==> src/rtl/pipeline_exc_pkg.sv <==
// Shared types and constants for the multi-cycle EXC pipeline between EXA and MEM.
// exc_payload_t is the canonical default-width payload; the top re-derives it per XLEN/REGW.
package pipeline_exc_pkg;

  localparam int XLEN_DEF  = 64;
  localparam int REGW_DEF  = 5;
  localparam int MAX_DEPTH = 8;

  localparam logic [2:0] DM_CTRL_NONE = 3'b000;

  typedef struct packed {
    logic [XLEN_DEF-1:0] pc;
    logic                rf_wr_en;
    logic [1:0]          rf_wr_sel;
    logic [XLEN_DEF-1:0] alu_result;
    logic [2:0]          dm_rd_ctrl;
    logic [2:0]          dm_wr_ctrl;
    logic [XLEN_DEF-1:0] reg_data2;
    logic [REGW_DEF-1:0] rd;
  } exc_payload_t;

  function automatic logic [3:0] popcount8(input logic [7:0] v);
    logic [3:0] cnt;
    cnt = '0;
    for (int i = 0; i < 8; i++) begin
      cnt = cnt + {3'b000, v[i]};
    end
    return cnt;
  endfunction

endpackage

==> src/rtl/pipeline_exc_slot.sv <==
// One pipeline slot: a valid bit plus an opaque payload word.
// Clear drops only the valid bit; the payload may keep stale bits.
module pipeline_exc_slot #(
  parameter int W = 1
) (
  input  logic         clk,
  input  logic         reset,
  input  logic         hold,
  input  logic         clear,
  input  logic         valid_in,
  input  logic [W-1:0] payload_in,
  output logic         valid_out,
  output logic [W-1:0] payload_out
);

  logic         valid_q, valid_d;
  logic [W-1:0] payload_q, payload_d;

  always_comb begin
    valid_d   = valid_q;
    payload_d = payload_q;
    if (clear) begin
      valid_d = 1'b0;
    end else if (!hold) begin
      valid_d   = valid_in;
      payload_d = payload_in;
    end
  end

  always_ff @(posedge clk or negedge reset) begin
    if (!reset) begin
      valid_q   <= 1'b0;
      payload_q <= '0;
    end else begin
      valid_q   <= valid_d;
      payload_q <= payload_d;
    end
  end

  assign valid_out   = valid_q;
  assign payload_out = payload_q;

endmodule

==> src/rtl/pipeline_exc_stage_n.sv <==
// DEPTH-deep EXC pipeline for the mul/div path: shift/stall/flush slots,
// in-flight rd hazard detection and a registered occupancy count.
module pipeline_exc_stage_n
  import pipeline_exc_pkg::*;
#(
  parameter int XLEN  = XLEN_DEF,
  parameter int DEPTH = 3,
  parameter int REGW  = REGW_DEF,
  parameter int OCCW  = $clog2(DEPTH + 1)
) (
  input  logic            clk,
  input  logic            reset,
  input  logic            stall,
  input  logic            flush,
  input  logic            valid_EXA,
  input  logic [XLEN-1:0] pc_EXA,
  input  logic            rf_wr_en_EXA,
  input  logic [1:0]      rf_wr_sel_EXA,
  input  logic [XLEN-1:0] alu_result_EXA,
  input  logic [2:0]      dm_rd_ctrl_EXA,
  input  logic [2:0]      dm_wr_ctrl_EXA,
  input  logic [XLEN-1:0] reg_data2_EXA,
  input  logic [REGW-1:0] rd_EXA,
  input  logic [REGW-1:0] rs1_ID,
  input  logic [REGW-1:0] rs2_ID,
  output logic            valid_EXC,
  output logic [XLEN-1:0] pc_EXC,
  output logic            rf_wr_en_EXC,
  output logic [1:0]      rf_wr_sel_EXC,
  output logic [XLEN-1:0] alu_result_EXC,
  output logic [2:0]      dm_rd_ctrl_EXC,
  output logic [2:0]      dm_wr_ctrl_EXC,
  output logic [XLEN-1:0] reg_data2_EXC,
  output logic [REGW-1:0] rd_EXC,
  output logic            hazard_rs1,
  output logic            hazard_rs2,
  output logic [OCCW-1:0] occupancy,
  output logic            busy
);

  generate
    if (DEPTH < 1 || DEPTH > MAX_DEPTH) begin : g_bad_depth
      $error("pipeline_exc_stage_n: DEPTH must be in 1..8");
    end
  endgenerate

  typedef struct packed {
    logic [XLEN-1:0] pc;
    logic            rf_wr_en;
    logic [1:0]      rf_wr_sel;
    logic [XLEN-1:0] alu_result;
    logic [2:0]      dm_rd_ctrl;
    logic [2:0]      dm_wr_ctrl;
    logic [XLEN-1:0] reg_data2;
    logic [REGW-1:0] rd;
  } slot_t;

  localparam int PW = $bits(slot_t);

  slot_t            exa_payload;
  slot_t            payload_s [DEPTH];
  logic [DEPTH-1:0] valid_vec;

  assign exa_payload = '{pc: pc_EXA, rf_wr_en: rf_wr_en_EXA, rf_wr_sel: rf_wr_sel_EXA,
                         alu_result: alu_result_EXA, dm_rd_ctrl: dm_rd_ctrl_EXA,
                         dm_wr_ctrl: dm_wr_ctrl_EXA, reg_data2: reg_data2_EXA, rd: rd_EXA};

  genvar gi;
  generate
    for (gi = 0; gi < DEPTH; gi++) begin : g_slot
      logic          valid_in;
      logic [PW-1:0] payload_in;
      logic [PW-1:0] payload_out;

      if (gi == 0) begin : g_head
        assign valid_in   = valid_EXA;
        assign payload_in = exa_payload;
      end else begin : g_body
        assign valid_in   = valid_vec[gi-1];
        assign payload_in = payload_s[gi-1];
      end

      pipeline_exc_slot #(.W(PW)) u_slot (
        .clk        (clk),
        .reset      (reset),
        .hold       (stall),
        .clear      (flush),
        .valid_in   (valid_in),
        .payload_in (payload_in),
        .valid_out  (valid_vec[gi]),
        .payload_out(payload_out)
      );

      assign payload_s[gi] = slot_t'(payload_out);
    end
  endgenerate

  // Mirror of the slot update rule, used only to precompute the next count.
  logic [DEPTH:0]   valid_shift;
  logic [DEPTH-1:0] valid_next;
  logic [7:0]       valid_pad;
  logic [OCCW-1:0]  occupancy_q, occupancy_d;

  always_comb begin
    valid_shift = {valid_vec, valid_EXA};
    if (flush) begin
      valid_next = '0;
    end else if (stall) begin
      valid_next = valid_vec;
    end else begin
      valid_next = valid_shift[DEPTH-1:0];
    end
    valid_pad              = '0;
    valid_pad[DEPTH-1:0]   = valid_next;
    occupancy_d            = OCCW'(popcount8(valid_pad));
  end

  always_ff @(posedge clk or negedge reset) begin
    if (!reset) begin
      occupancy_q <= '0;
    end else begin
      occupancy_q <= occupancy_d;
    end
  end

  assign occupancy = occupancy_q;
  assign busy      = (occupancy_q != '0);

  always_comb begin
    hazard_rs1 = 1'b0;
    hazard_rs2 = 1'b0;
    for (int k = 0; k < DEPTH; k++) begin
      if (valid_vec[k] && payload_s[k].rf_wr_en && (payload_s[k].rd == rs1_ID)) begin
        hazard_rs1 = 1'b1;
      end
      if (valid_vec[k] && payload_s[k].rf_wr_en && (payload_s[k].rd == rs2_ID)) begin
        hazard_rs2 = 1'b1;
      end
    end
    hazard_rs1 = hazard_rs1 && (rs1_ID != '0);
    hazard_rs2 = hazard_rs2 && (rs2_ID != '0);
  end

  assign valid_EXC      = valid_vec[DEPTH-1];
  assign pc_EXC         = payload_s[DEPTH-1].pc;
  assign rf_wr_en_EXC   = payload_s[DEPTH-1].rf_wr_en & valid_EXC;
  assign rf_wr_sel_EXC  = payload_s[DEPTH-1].rf_wr_sel;
  assign alu_result_EXC = payload_s[DEPTH-1].alu_result;
  assign dm_rd_ctrl_EXC = valid_EXC ? payload_s[DEPTH-1].dm_rd_ctrl : DM_CTRL_NONE;
  assign dm_wr_ctrl_EXC = valid_EXC ? payload_s[DEPTH-1].dm_wr_ctrl : DM_CTRL_NONE;
  assign reg_data2_EXC  = payload_s[DEPTH-1].reg_data2;
  assign rd_EXC         = payload_s[DEPTH-1].rd;

endmodule

==> config.mk <==
export PLATFORM = sky130hd
export DESIGN_NAME = pipeline_exc_stage_n
export DESIGN_NICKNAME = d
export VERILOG_FILES = /design/src/rtl/pipeline_exc_pkg.sv /design/src/rtl/pipeline_exc_slot.sv /design/src/rtl/pipeline_exc_stage_n.sv
export SDC_FILE = /design/constraint.sdc
export NUM_CORES = 1
export LEC_CHECK = 0
export CAP_MARGIN = 5
export CORE_MARGIN = 2
export CORE_UTILIZATION = 53
export DETAILED_ROUTE_END_ITERATION = 16
export PLACE_DENSITY = 0.8
export SLEW_MARGIN = 30
export SYNTH_ARGS = -nofsm -noshare
export SYNTH_HDL_FRONTEND = slang
export SYNTH_SLANG_ARGS = --single-unit
==> constraint.sdc <==
create_clock -name clk -period 1.9 [get_ports clk]
set_input_delay 0.285 -clock clk [delete_from_list [all_inputs] [get_ports clk]]
set_output_delay 0.285 -clock clk [all_outputs]
set_load 0.005 [all_outputs]
==> run_summary.xml, run 1 <==
<?xml version="1.0" encoding="UTF-8"?>
<metrics>
  <group name="setup_path">
    <metric name="worstSetupEndpointType" unit="">output port</metric>
    <metric name="r2r-start" unit="">g_slot[2].u_slot.valid_out</metric>
    <metric name="start_kind" unit="">flop</metric>
    <metric name="worstPathRequired" unit="ns">1.62</metric>
    <metric name="regToRegEndpoint" unit="">occupancy[0]</metric>
    <metric name="worst-path-max-fanout" unit="">2</metric>
    <metric name="worst_endpoint_data_arrival_time" unit="ns">1.92</metric>
    <metric name="path_class" unit="">reg2out</metric>
    <metric name="reg2reg_setup_slack" unit="ns">0.50</metric>
    <metric name="ff2ff_path_depth" unit="">6</metric>
  </group>
  <group name="sta">
    <metric name="period_minus_slack" unit="ns">2.20</metric>
    <metric name="fmax" unit="GHz">0.454</metric>
    <metric name="final.setup.worst_slack" unit="ns">-0.304</metric>
    <metric name="layout_worst_path_cycle_share" unit="">1.16</metric>
    <metric name="max_slew.worst_pin.slew" unit="ns">0.471</metric>
    <metric name="fin_worst_hold_slack" unit="ns">0.174</metric>
    <metric name="final_hold_viol_count" unit="">0</metric>
    <metric name="max_slew_margin" unit="">0.686</metric>
    <metric name="clock_skew" unit="ns">0.0161</metric>
    <metric name="setup-violations-final" unit="">2</metric>
    <metric name="setup_repair_after_global_routing_missed_its_margin" unit="">true</metric>
    <metric name="slew_viol_final" unit="">0</metric>
  </group>
  <group name="die">
    <metric name="core-area" unit="sq um">47600</metric>
    <metric name="placementRows" unit="">80</metric>
    <metric name="initial_utilization" unit="">0.535</metric>
    <metric name="die-height" unit="um">223</metric>
    <metric name="floorplan.die_area" unit="sq um">49900</metric>
    <metric name="floorplan.die.width" unit="um">223</metric>
    <metric name="io_pins" unit="">433</metric>
  </group>
  <group name="placement">
    <metric name="gpl.final_weighted_congestion" unit="">0.777</metric>
    <metric name="post-place-ws" unit="ns">-0.684</metric>
    <metric name="placement.io_buffers" unit="">432</metric>
    <metric name="post-dp-hpwl" unit="um">35600</metric>
    <metric name="placed_cell_area" unit="sq um">29600</metric>
  </group>
  <group name="route">
    <metric name="remaining_routing_drc_violations" unit="">0</metric>
    <metric name="via_per_inst" unit="">5.08</metric>
    <metric name="detail_route.wirelength" unit="um">50700</metric>
    <metric name="dr.pass1.iters" unit="">4</metric>
    <metric name="detailedRoute.firstIterationViolations" unit="">504</metric>
    <metric name="routedWlPerCell" unit="um">19.7</metric>
    <metric name="total_number_of_vias" unit="">13115</metric>
    <metric name="antenna_left" unit="">0</metric>
  </group>
  <group name="power">
    <metric name="power.share.combinational" unit="">0.216</metric>
    <metric name="switching_power" unit="mW">9.53</metric>
    <metric name="vdd_ir_max" unit="V">0.000920</metric>
    <metric name="pwr_density_cell" unit="nW/um^2">1250</metric>
    <metric name="pwr-share-clk" unit="">0.326</metric>
    <metric name="internal" unit="mW">30.4</metric>
    <metric name="p_leak" unit="nW">13.8</metric>
    <metric name="power.switching_fraction" unit="">0.239</metric>
    <metric name="power.share.sequential" unit="">0.459</metric>
  </group>
  <group name="yosys">
    <metric name="synth.ff_latch_count" unit="">623</metric>
    <metric name="synth_area" unit="sq um">25500</metric>
    <metric name="yosysWarningCount" unit="">0</metric>
    <metric name="gate_count_of_the_mapped_netlist" unit="">1581</metric>
    <metric name="synthesis.nets" unit="">1803</metric>
    <metric name="post_synth.cell_area_avg" unit="sq um">16.1</metric>
    <metric name="share_of_synthesized_area_occupied_by_flip_flops_and_latches" unit="">0.611</metric>
    <metric name="synth.distinct_cells" unit="">25</metric>
  </group>
  <group name="final_layout">
    <metric name="ratio_of_cells_with_drive_above_1_in_the_final_layout" unit="">0.424</metric>
    <metric name="fin_area" unit="sq um">31900</metric>
    <metric name="layout-area-overhead-vs-synth" unit="%">25.2</metric>
    <metric name="layout.filler_cells" unit="">3178</metric>
    <metric name="final_net_count" unit="">2135</metric>
  </group>
  <group name="clocking">
    <metric name="cts-buffers-inserted" unit="">66</metric>
    <metric name="clk_pin_slew" unit="ns">0.06</metric>
    <metric name="clock_latency_of_the_later_clocked_register_in_the_worst_skew_pair" unit="ns">0.58</metric>
    <metric name="tritoncts" unit="">built</metric>
    <metric name="ctsHtreeMaxLevel" unit="">3</metric>
    <metric name="clk_root_buffer_cell" unit="">sky130_fd_sc_hd__clkbuf_16</metric>
    <metric name="numClockSinks" unit="">623</metric>
    <metric name="largest_buffer_count_on_any_clock_path" unit="">3</metric>
  </group>
  <group name="grt">
    <metric name="grt_antenna_before_repair" unit="">8</metric>
    <metric name="grt_overflow_total" unit="">0</metric>
    <metric name="pin_count_of_the_biggest_net_entering_global_routing" unit="">95</metric>
    <metric name="grt.total_usage" unit="">0.208</metric>
    <metric name="first_pass_grt_wire_length" unit="um">81000</metric>
    <metric name="grt_pass1_vias" unit="">14871</metric>
  </group>
  <group name="run">
    <metric name="cap_violations" unit="">0</metric>
  </group>
  <group name="min_path">
    <metric name="hold_path_class" unit="">in2async</metric>
  </group>
  <group name="status">
    <metric name="outcome" unit="">complete, but fails checks</metric>
    <metric name="violations_in_the_final_reports" unit="">setup timing</metric>
  </group>
</metrics>
[stage by stage]
stage                     instances  TNS (ns)  total power [mW]   util
after detailed placement       2452    -43.88              27.2  0.622
after floorplan                1581         0              23.8      -
after global routing           2578    -0.804              41.8  0.670
after global placement         2452    -36.26              26.7  0.622
final                          2580    -0.595              40.0  0.670
after CTS                      2577    -0.758              40.4  0.670
[logic make-up (layout without fill, tap and decap cells)]
logic type | after synthesis | count (layout) | share of synthesized area
buffers and inverters | 273 | 655 | 0.0814
adder cells (fa/ha/maj) | 1 | 1 | 0.000785
other | 0 | 2 | 0
XOR/XNOR | 30 | 30 | 0.0103
AND/OR/NAND/NOR | 29 | 29 | 0.00643
flip-flops | 623 | 623 | 0.611
AO/OA/AOI/OAI | 4 | 4 | 0.00103
multiplexers | 621 | 621 | 0.289
[layout make-up]
type / count / area [sq um] / share of cell area
Antenna cell: 2 / 5.00 / 0.000157
Sequential cell: 623 / 15600 / 0.488
Clock buffer: 98 / 2010 / 0.0628
Timing Repair Buffer: 532 / 5470 / 0.171
Inverter: 5 / 18.8 / 0.000588
Tap cell: 615 / 769 / 0.0241
Clock inverter: 20 / 235 / 0.00737
Multi-Input combinational cell: 685 / 7850 / 0.246
[power groups by stage]
stage	clock (mW)	sequential (mW)	combinational [mW]
global route	13.9	18.7	9.24
global placement	0	18.3	8.39
detailed placement	0	18.5	8.64
CTS	13.3	18.4	8.74
floorplan	0	17.8	6.00
finish	13.0	18.3	8.62
[cell usage after synthesis]
cell type / instances / area [sq um]
sky130_fd_sc_hd__buf_4: 241 / 1810
sky130_fd_sc_hd__fa_1: 1 / 20.0
sky130_fd_sc_hd__a21oi_1: 1 / 5.00
sky130_fd_sc_hd__mux2_2: 518 / 5830
sky130_fd_sc_hd__nand4_1: 1 / 6.26
sky130_fd_sc_hd__xor2_1: 24 / 210
sky130_fd_sc_hd__nand2_1: 2 / 7.51
sky130_fd_sc_hd__dfrtp_1: 623 / 15600
sky130_fd_sc_hd__buf_8: 10 / 150
sky130_fd_sc_hd__nand3_1: 1 / 5.00
sky130_fd_sc_hd__xnor2_1: 6 / 52.6
sky130_fd_sc_hd__or4_1: 3 / 22.5
sky130_fd_sc_hd__a22oi_1: 1 / 7.51
sky130_fd_sc_hd__and2_1: 7 / 43.8
sky130_fd_sc_hd__a32oi_1: 1 / 8.76
sky130_fd_sc_hd__mux2_4: 100 / 1500
sky130_fd_sc_hd__inv_1: 5 / 18.8
sky130_fd_sc_hd__nor2_1: 8 / 30.0
sky130_fd_sc_hd__nor4_1: 5 / 31.3
sky130_fd_sc_hd__buf_6: 2 / 22.5
sky130_fd_sc_hd__nor2_4: 1 / 11.3
sky130_fd_sc_hd__buf_2: 15 / 75.1
sky130_fd_sc_hd__o21ai_0: 1 / 5.00
sky130_fd_sc_hd__or2_2: 1 / 6.26
sky130_fd_sc_hd__mux2i_1: 3 / 30.0
[worst max-delay path, stage by stage (launching register included)]
cell and delay (ns):
sky130_fd_sc_hd__dfrtp_1 0.40, sky130_fd_sc_hd__buf_6 0.13, sky130_fd_sc_hd__xor2_1 0.15, sky130_fd_sc_hd__nor4_1 0.28, sky130_fd_sc_hd__a22oi_1 0.13, sky130_fd_sc_hd__a21oi_1 0.13, sky130_fd_sc_hd__buf_2 0.13
[routing by layer]
layer  vias up  wire length, um  GRT usage
li1       5939                -          -
met1      6695            20000      0.249
met2       361            24500      0.341
met3       108             4750     0.0890
met4        12             1410     0.0647
met5         -               77          0
[layout by cell type (no fill, tap or decap), types with 12 or more instances in the layout]
| cell | netlist | routed |
|---|---|---|
| sky130_fd_sc_hd__clkbuf_8 | 0 | 17 |
| sky130_fd_sc_hd__dfrtp_1 | 623 | 623 |
| sky130_fd_sc_hd__mux2_2 | 518 | 518 |
| sky130_fd_sc_hd__buf_12 | 0 | 32 |
| sky130_fd_sc_hd__clkbuf_16 | 0 | 69 |
| sky130_fd_sc_hd__clkinv_2 | 0 | 12 |
| sky130_fd_sc_hd__buf_4 | 241 | 63 |
| sky130_fd_sc_hd__mux2_4 | 100 | 100 |
| sky130_fd_sc_hd__clkbuf_1 | 0 | 12 |
| sky130_fd_sc_hd__clkdlybuf4s50_1 | 0 | 415 |
| sky130_fd_sc_hd__xor2_1 | 24 | 24 |
[how the worst max path moves through the flow]
stage	startpoint	to	cells past startpoint
after detailed placement	rs1_ID[3]	hazard_rs1	6
final	g_slot[1].u_slot.payload_out[3]	hazard_rs2	6
after global placement	rs1_ID[1]	hazard_rs1	6
after global routing	g_slot[0].u_slot.payload_out[4]	hazard_rs1	5
after CTS	g_slot[1].u_slot.payload_out[4]	hazard_rs1	5
after floorplan	g_slot[1].u_slot.payload_out[1]	hazard_rs1	4
[flip-flops by register name (all words and copies together), names as in the netlist]
register	cells
g_slot.u_slot.payload_out	618
g_slot.u_slot.valid_out	3
occupancy	2
[timing repair]
action | 4_1_cts | 5_1_grt
hold endpoints to repair | 235 | 0
gates resized for setup | 35 | 4
setup endpoints to repair | 16 | 4
pin swaps | 5 | 8
buffers inserted | 6 | 1
hold buffers | 1 | 0
Note: power is estimated with default switching activity, not from simulation.
==> run 2: changes to the inputs <==
--- a/config.mk
+++ b/config.mk
@@ -7,9 +7,11 @@
 export LEC_CHECK = 0
 export CAP_MARGIN = 5
 export CORE_MARGIN = 2
-export CORE_UTILIZATION = 53
+export CORE_UTILIZATION = 55
+export CTS_BUF_LIST = sky130_fd_sc_hd__clkbuf_2 sky130_fd_sc_hd__clkbuf_4 sky130_fd_sc_hd__clkbuf_8
 export DETAILED_ROUTE_END_ITERATION = 16
-export PLACE_DENSITY = 0.8
+export PLACE_DENSITY = 0.82
+export SKIP_CTS_REPAIR_TIMING = 1
 export SLEW_MARGIN = 30
 export SYNTH_ARGS = -nofsm -noshare
 export SYNTH_HDL_FRONTEND = slang
==> run 2 against run 1 <==
Clock power decreased by 6%; final cell count increased by 2.2%; die area decreased by 3.6%; via count increased by 2.9%; the flow still finishes with violations (setup timing); largest cell class unchanged.
==> run_summary.xml, run 2 (synthesis gave the netlist of run 1 again) <==
<?xml version="1.0" encoding="UTF-8"?>
<metrics>
  <group name="grt">
    <metric name="pin_count_of_the_biggest_net_entering_global_routing" unit="">60</metric>
    <metric name="grt_pass1_vias" unit="">14772</metric>
    <metric name="grt_overflow_total" unit="">0</metric>
    <metric name="first_pass_grt_wire_length" unit="um">80500</metric>
    <metric name="grt.total_usage" unit="">0.217</metric>
    <metric name="grt_antenna_before_repair" unit="">11</metric>
  </group>
  <group name="final_layout">
    <metric name="layout_commonest_cell" unit="">sky130_fd_sc_hd__dfrtp_1</metric>
    <metric name="final_net_count" unit="">2174</metric>
    <metric name="ratio_of_cells_with_drive_above_1_in_the_final_layout" unit="">0.450</metric>
    <metric name="flip_flop_count_of_the_largest_register_all_copies_and_words_added" unit="">618</metric>
    <metric name="layout.filler_cells" unit="">2757</metric>
    <metric name="layout-area-overhead-vs-synth" unit="%">26.4</metric>
    <metric name="utilization" unit="">0.707</metric>
    <metric name="mostFrequentLayoutCells" unit="">sky130_fd_sc_hd__dfrtp_1 (623), sky130_fd_sc_hd__mux2_2 (518), sky130_fd_sc_hd__clkdlybuf4s50_1 (259), sky130_fd_sc_hd__dlymetal6s2s_1 (166), sky130_fd_sc_hd__clkbuf_8 (122)</metric>
  </group>
  <group name="min_path">
    <metric name="hold_path_class" unit="">in2async</metric>
  </group>
  <group name="setup_path">
    <metric name="worst_endpoint_data_arrival_time" unit="ns">2.08</metric>
    <metric name="crit_path_max_incr_delay" unit="ns">0.40</metric>
    <metric name="start_kind" unit="">flop</metric>
    <metric name="crit_slowest_cell" unit="">sky130_fd_sc_hd__dfrtp_1</metric>
    <metric name="worstSetupEndpointType" unit="">output port</metric>
    <metric name="worst-path-max-fanout" unit="">3</metric>
    <metric name="crit_cells" unit="">6</metric>
    <metric name="worstPathRequired" unit="ns">1.62</metric>
    <metric name="path_delay_family" unit="">flip-flops</metric>
    <metric name="path_class" unit="">reg2out</metric>
    <metric name="crit_chain" unit="">buf_6 &gt; xor2_1 &gt; nor4_2 &gt; a22oi_1 &gt; a21oi_1 &gt; buf_2</metric>
    <metric name="cp.buffers_inverters" unit="">2</metric>
    <metric name="ff2ff_path_depth" unit="">6</metric>
  </group>
  <group name="die">
    <metric name="die-height" unit="um">219</metric>
    <metric name="core-area" unit="sq um">45600</metric>
    <metric name="floorplan.die.width" unit="um">219</metric>
    <metric name="floorplan.die_area" unit="sq um">48100</metric>
    <metric name="placementRows" unit="">78</metric>
    <metric name="io_pins" unit="">433</metric>
    <metric name="initial_utilization" unit="">0.560</metric>
  </group>
  <group name="power">
    <metric name="power.switching_fraction" unit="">0.248</metric>
    <metric name="p_leak" unit="nW">15.5</metric>
    <metric name="power.share.combinational" unit="">0.221</metric>
    <metric name="pwr-share-clk" unit="">0.312</metric>
    <metric name="switching_power" unit="mW">9.70</metric>
    <metric name="power.share.sequential" unit="">0.467</metric>
    <metric name="internal" unit="mW">29.5</metric>
    <metric name="pwr_density_cell" unit="nW/um^2">1220</metric>
    <metric name="vdd_ir_max" unit="V">0.000895</metric>
  </group>
  <group name="route">
    <metric name="antenna_left" unit="">0</metric>
    <metric name="detailedRoute.firstIterationViolations" unit="">646</metric>
    <metric name="detail_route.wirelength" unit="um">53600</metric>
    <metric name="total_number_of_vias" unit="">13492</metric>
    <metric name="dr.pass1.iters" unit="">4</metric>
    <metric name="via_per_inst" unit="">5.12</metric>
    <metric name="routedWlPerCell" unit="um">20.3</metric>
    <metric name="remaining_routing_drc_violations" unit="">0</metric>
  </group>
  <group name="clocking">
    <metric name="largest_buffer_count_on_any_clock_path" unit="">3</metric>
    <metric name="cts-buffers-inserted" unit="">99</metric>
    <metric name="clk_pin_slew" unit="ns">0.06</metric>
    <metric name="clock_latency_of_the_later_clocked_register_in_the_worst_skew_pair" unit="ns">0.67</metric>
    <metric name="tritoncts" unit="">built</metric>
    <metric name="numClockSinks" unit="">623</metric>
    <metric name="ctsHtreeMaxLevel" unit="">3</metric>
    <metric name="clk_root_buffer_cell" unit="">sky130_fd_sc_hd__clkbuf_8</metric>
  </group>
  <group name="sta">
    <metric name="fmax" unit="GHz">0.423</metric>
    <metric name="max_slew_margin" unit="">0.606</metric>
    <metric name="clock_skew" unit="ns">0.0147</metric>
    <metric name="period_minus_slack" unit="ns">2.36</metric>
    <metric name="layout_worst_path_cycle_share" unit="">1.24</metric>
    <metric name="setup-violations-final" unit="">2</metric>
    <metric name="final_hold_viol_count" unit="">0</metric>
    <metric name="final.setup.worst_slack" unit="ns">-0.463</metric>
    <metric name="setup_repair_after_global_routing_missed_its_margin" unit="">true</metric>
    <metric name="max_slew.worst_pin.slew" unit="ns">0.590</metric>
    <metric name="fin_worst_hold_slack" unit="ns">0.178</metric>
    <metric name="slew_viol_final" unit="">0</metric>
  </group>
  <group name="placement">
    <metric name="post-dp-hpwl" unit="um">36100</metric>
    <metric name="placement.io_buffers" unit="">432</metric>
    <metric name="gpl.final_weighted_congestion" unit="">0.851</metric>
  </group>
  <group name="status">
    <metric name="violations_in_the_final_reports" unit="">setup timing</metric>
    <metric name="outcome" unit="">complete, but fails checks</metric>
  </group>
  <group name="run">
    <metric name="cap_violations" unit="">0</metric>
  </group>
</metrics>
[run 2: cell count changes in the layout (fill, tap and decap cells not counted), moves of 8 or more]
cell / previous run / this run
sky130_fd_sc_hd__dlymetal6s2s_1: 0 / 166
sky130_fd_sc_hd__dlygate4sd2_1: 10 / 0
sky130_fd_sc_hd__buf_4: 63 / 78
sky130_fd_sc_hd__clkbuf_8: 17 / 122
sky130_fd_sc_hd__clkbuf_4: 0 / 44
sky130_fd_sc_hd__buf_12: 32 / 24
sky130_fd_sc_hd__clkbuf_16: 69 / 0
sky130_fd_sc_hd__clkdlybuf4s50_1: 415 / 259
sky130_fd_sc_hd__clkinv_2: 12 / 3
sky130_fd_sc_hd__clkbuf_1: 12 / 0
[run 2: stage by stage]
stage	total power, mW	setup WS, ns	setup TNS (ns)	instance area [sq um]	std cells
2_1_floorplan	23.8	0.419	0	25500	1581
3_3_place_gp	26.7	-0.567	-34.38	29400	2424
3_5_place_dp	27.2	-0.594	-39.13	29400	2424
4_1_cts	39.6	-0.976	-9.83	31600	2601
5_1_grt	41.1	-0.621	-1.54	32200	2632
6_report	39.2	-0.463	-0.907	32200	2636
[run 2: power groups by stage]
stage | Sequential [mW] | Combinational [mW] | Clock [mW]
2_1_floorplan | 17.8 | 6.00 | 0
3_3_place_gp | 18.3 | 8.40 | 0
3_5_place_dp | 18.5 | 8.64 | 0
4_1_cts | 18.4 | 8.74 | 12.5
5_1_grt | 18.7 | 9.27 | 13.2
6_report | 18.3 | 8.65 | 12.2
[run 2: worst register-to-register path: cells and delay by family, from the launching register on]
family / cells / cell delay (ns)
adders and majority gates: 1 / 0.50
DFF: 1 / 0.37
buffers and inverters: 3 / 0.24
and+or+nand+nor: 1 / 0.13
muxes: 1 / 0.07
[run 2: area by class of cell]
cell class | count | area (sq um) | share of cell area
Tap cell | 600 | 751 | 0.0233
Clock buffer | 166 | 2010 | 0.0623
Clock inverter | 11 | 170 | 0.00528
Timing Repair Buffer | 538 | 5820 | 0.181
Sequential cell | 623 | 15600 | 0.484
Antenna cell | 8 | 20.0 | 0.000621
Multi-Input combinational cell | 685 | 7860 | 0.244
Inverter | 5 | 18.8 | 0.000582
[run 2: path summary, 6_finish.rpt]
path                            slack, ns                                 to                        startpoint
worst min register to register       0.49   g_slot[2].u_slot.payload_out[63]  g_slot[1].u_slot.payload_out[63]
min in group clk                     0.22   g_slot[0].u_slot.payload_out[20]                 reg_data2_EXA[15]
worst max-delay path                -0.46                         hazard_rs2   g_slot[1].u_slot.payload_out[3]
max in group asynchronous            0.87  g_slot[2].u_slot.payload_out[151]                             reset
worst min-delay path                 0.18   g_slot[0].u_slot.payload_out[94]                             reset
worst max register to register       0.50                       occupancy[0]        g_slot[2].u_slot.valid_out
[run 2: per-layer routing]
layer	vias to the layer above	GRT usage	routed length, um
li1	6035	-	-
met1	6954	0.258	20900
met2	395	0.350	26100
met3	98	0.0988	5150
met4	10	0.0723	1330
met5	-	0	69
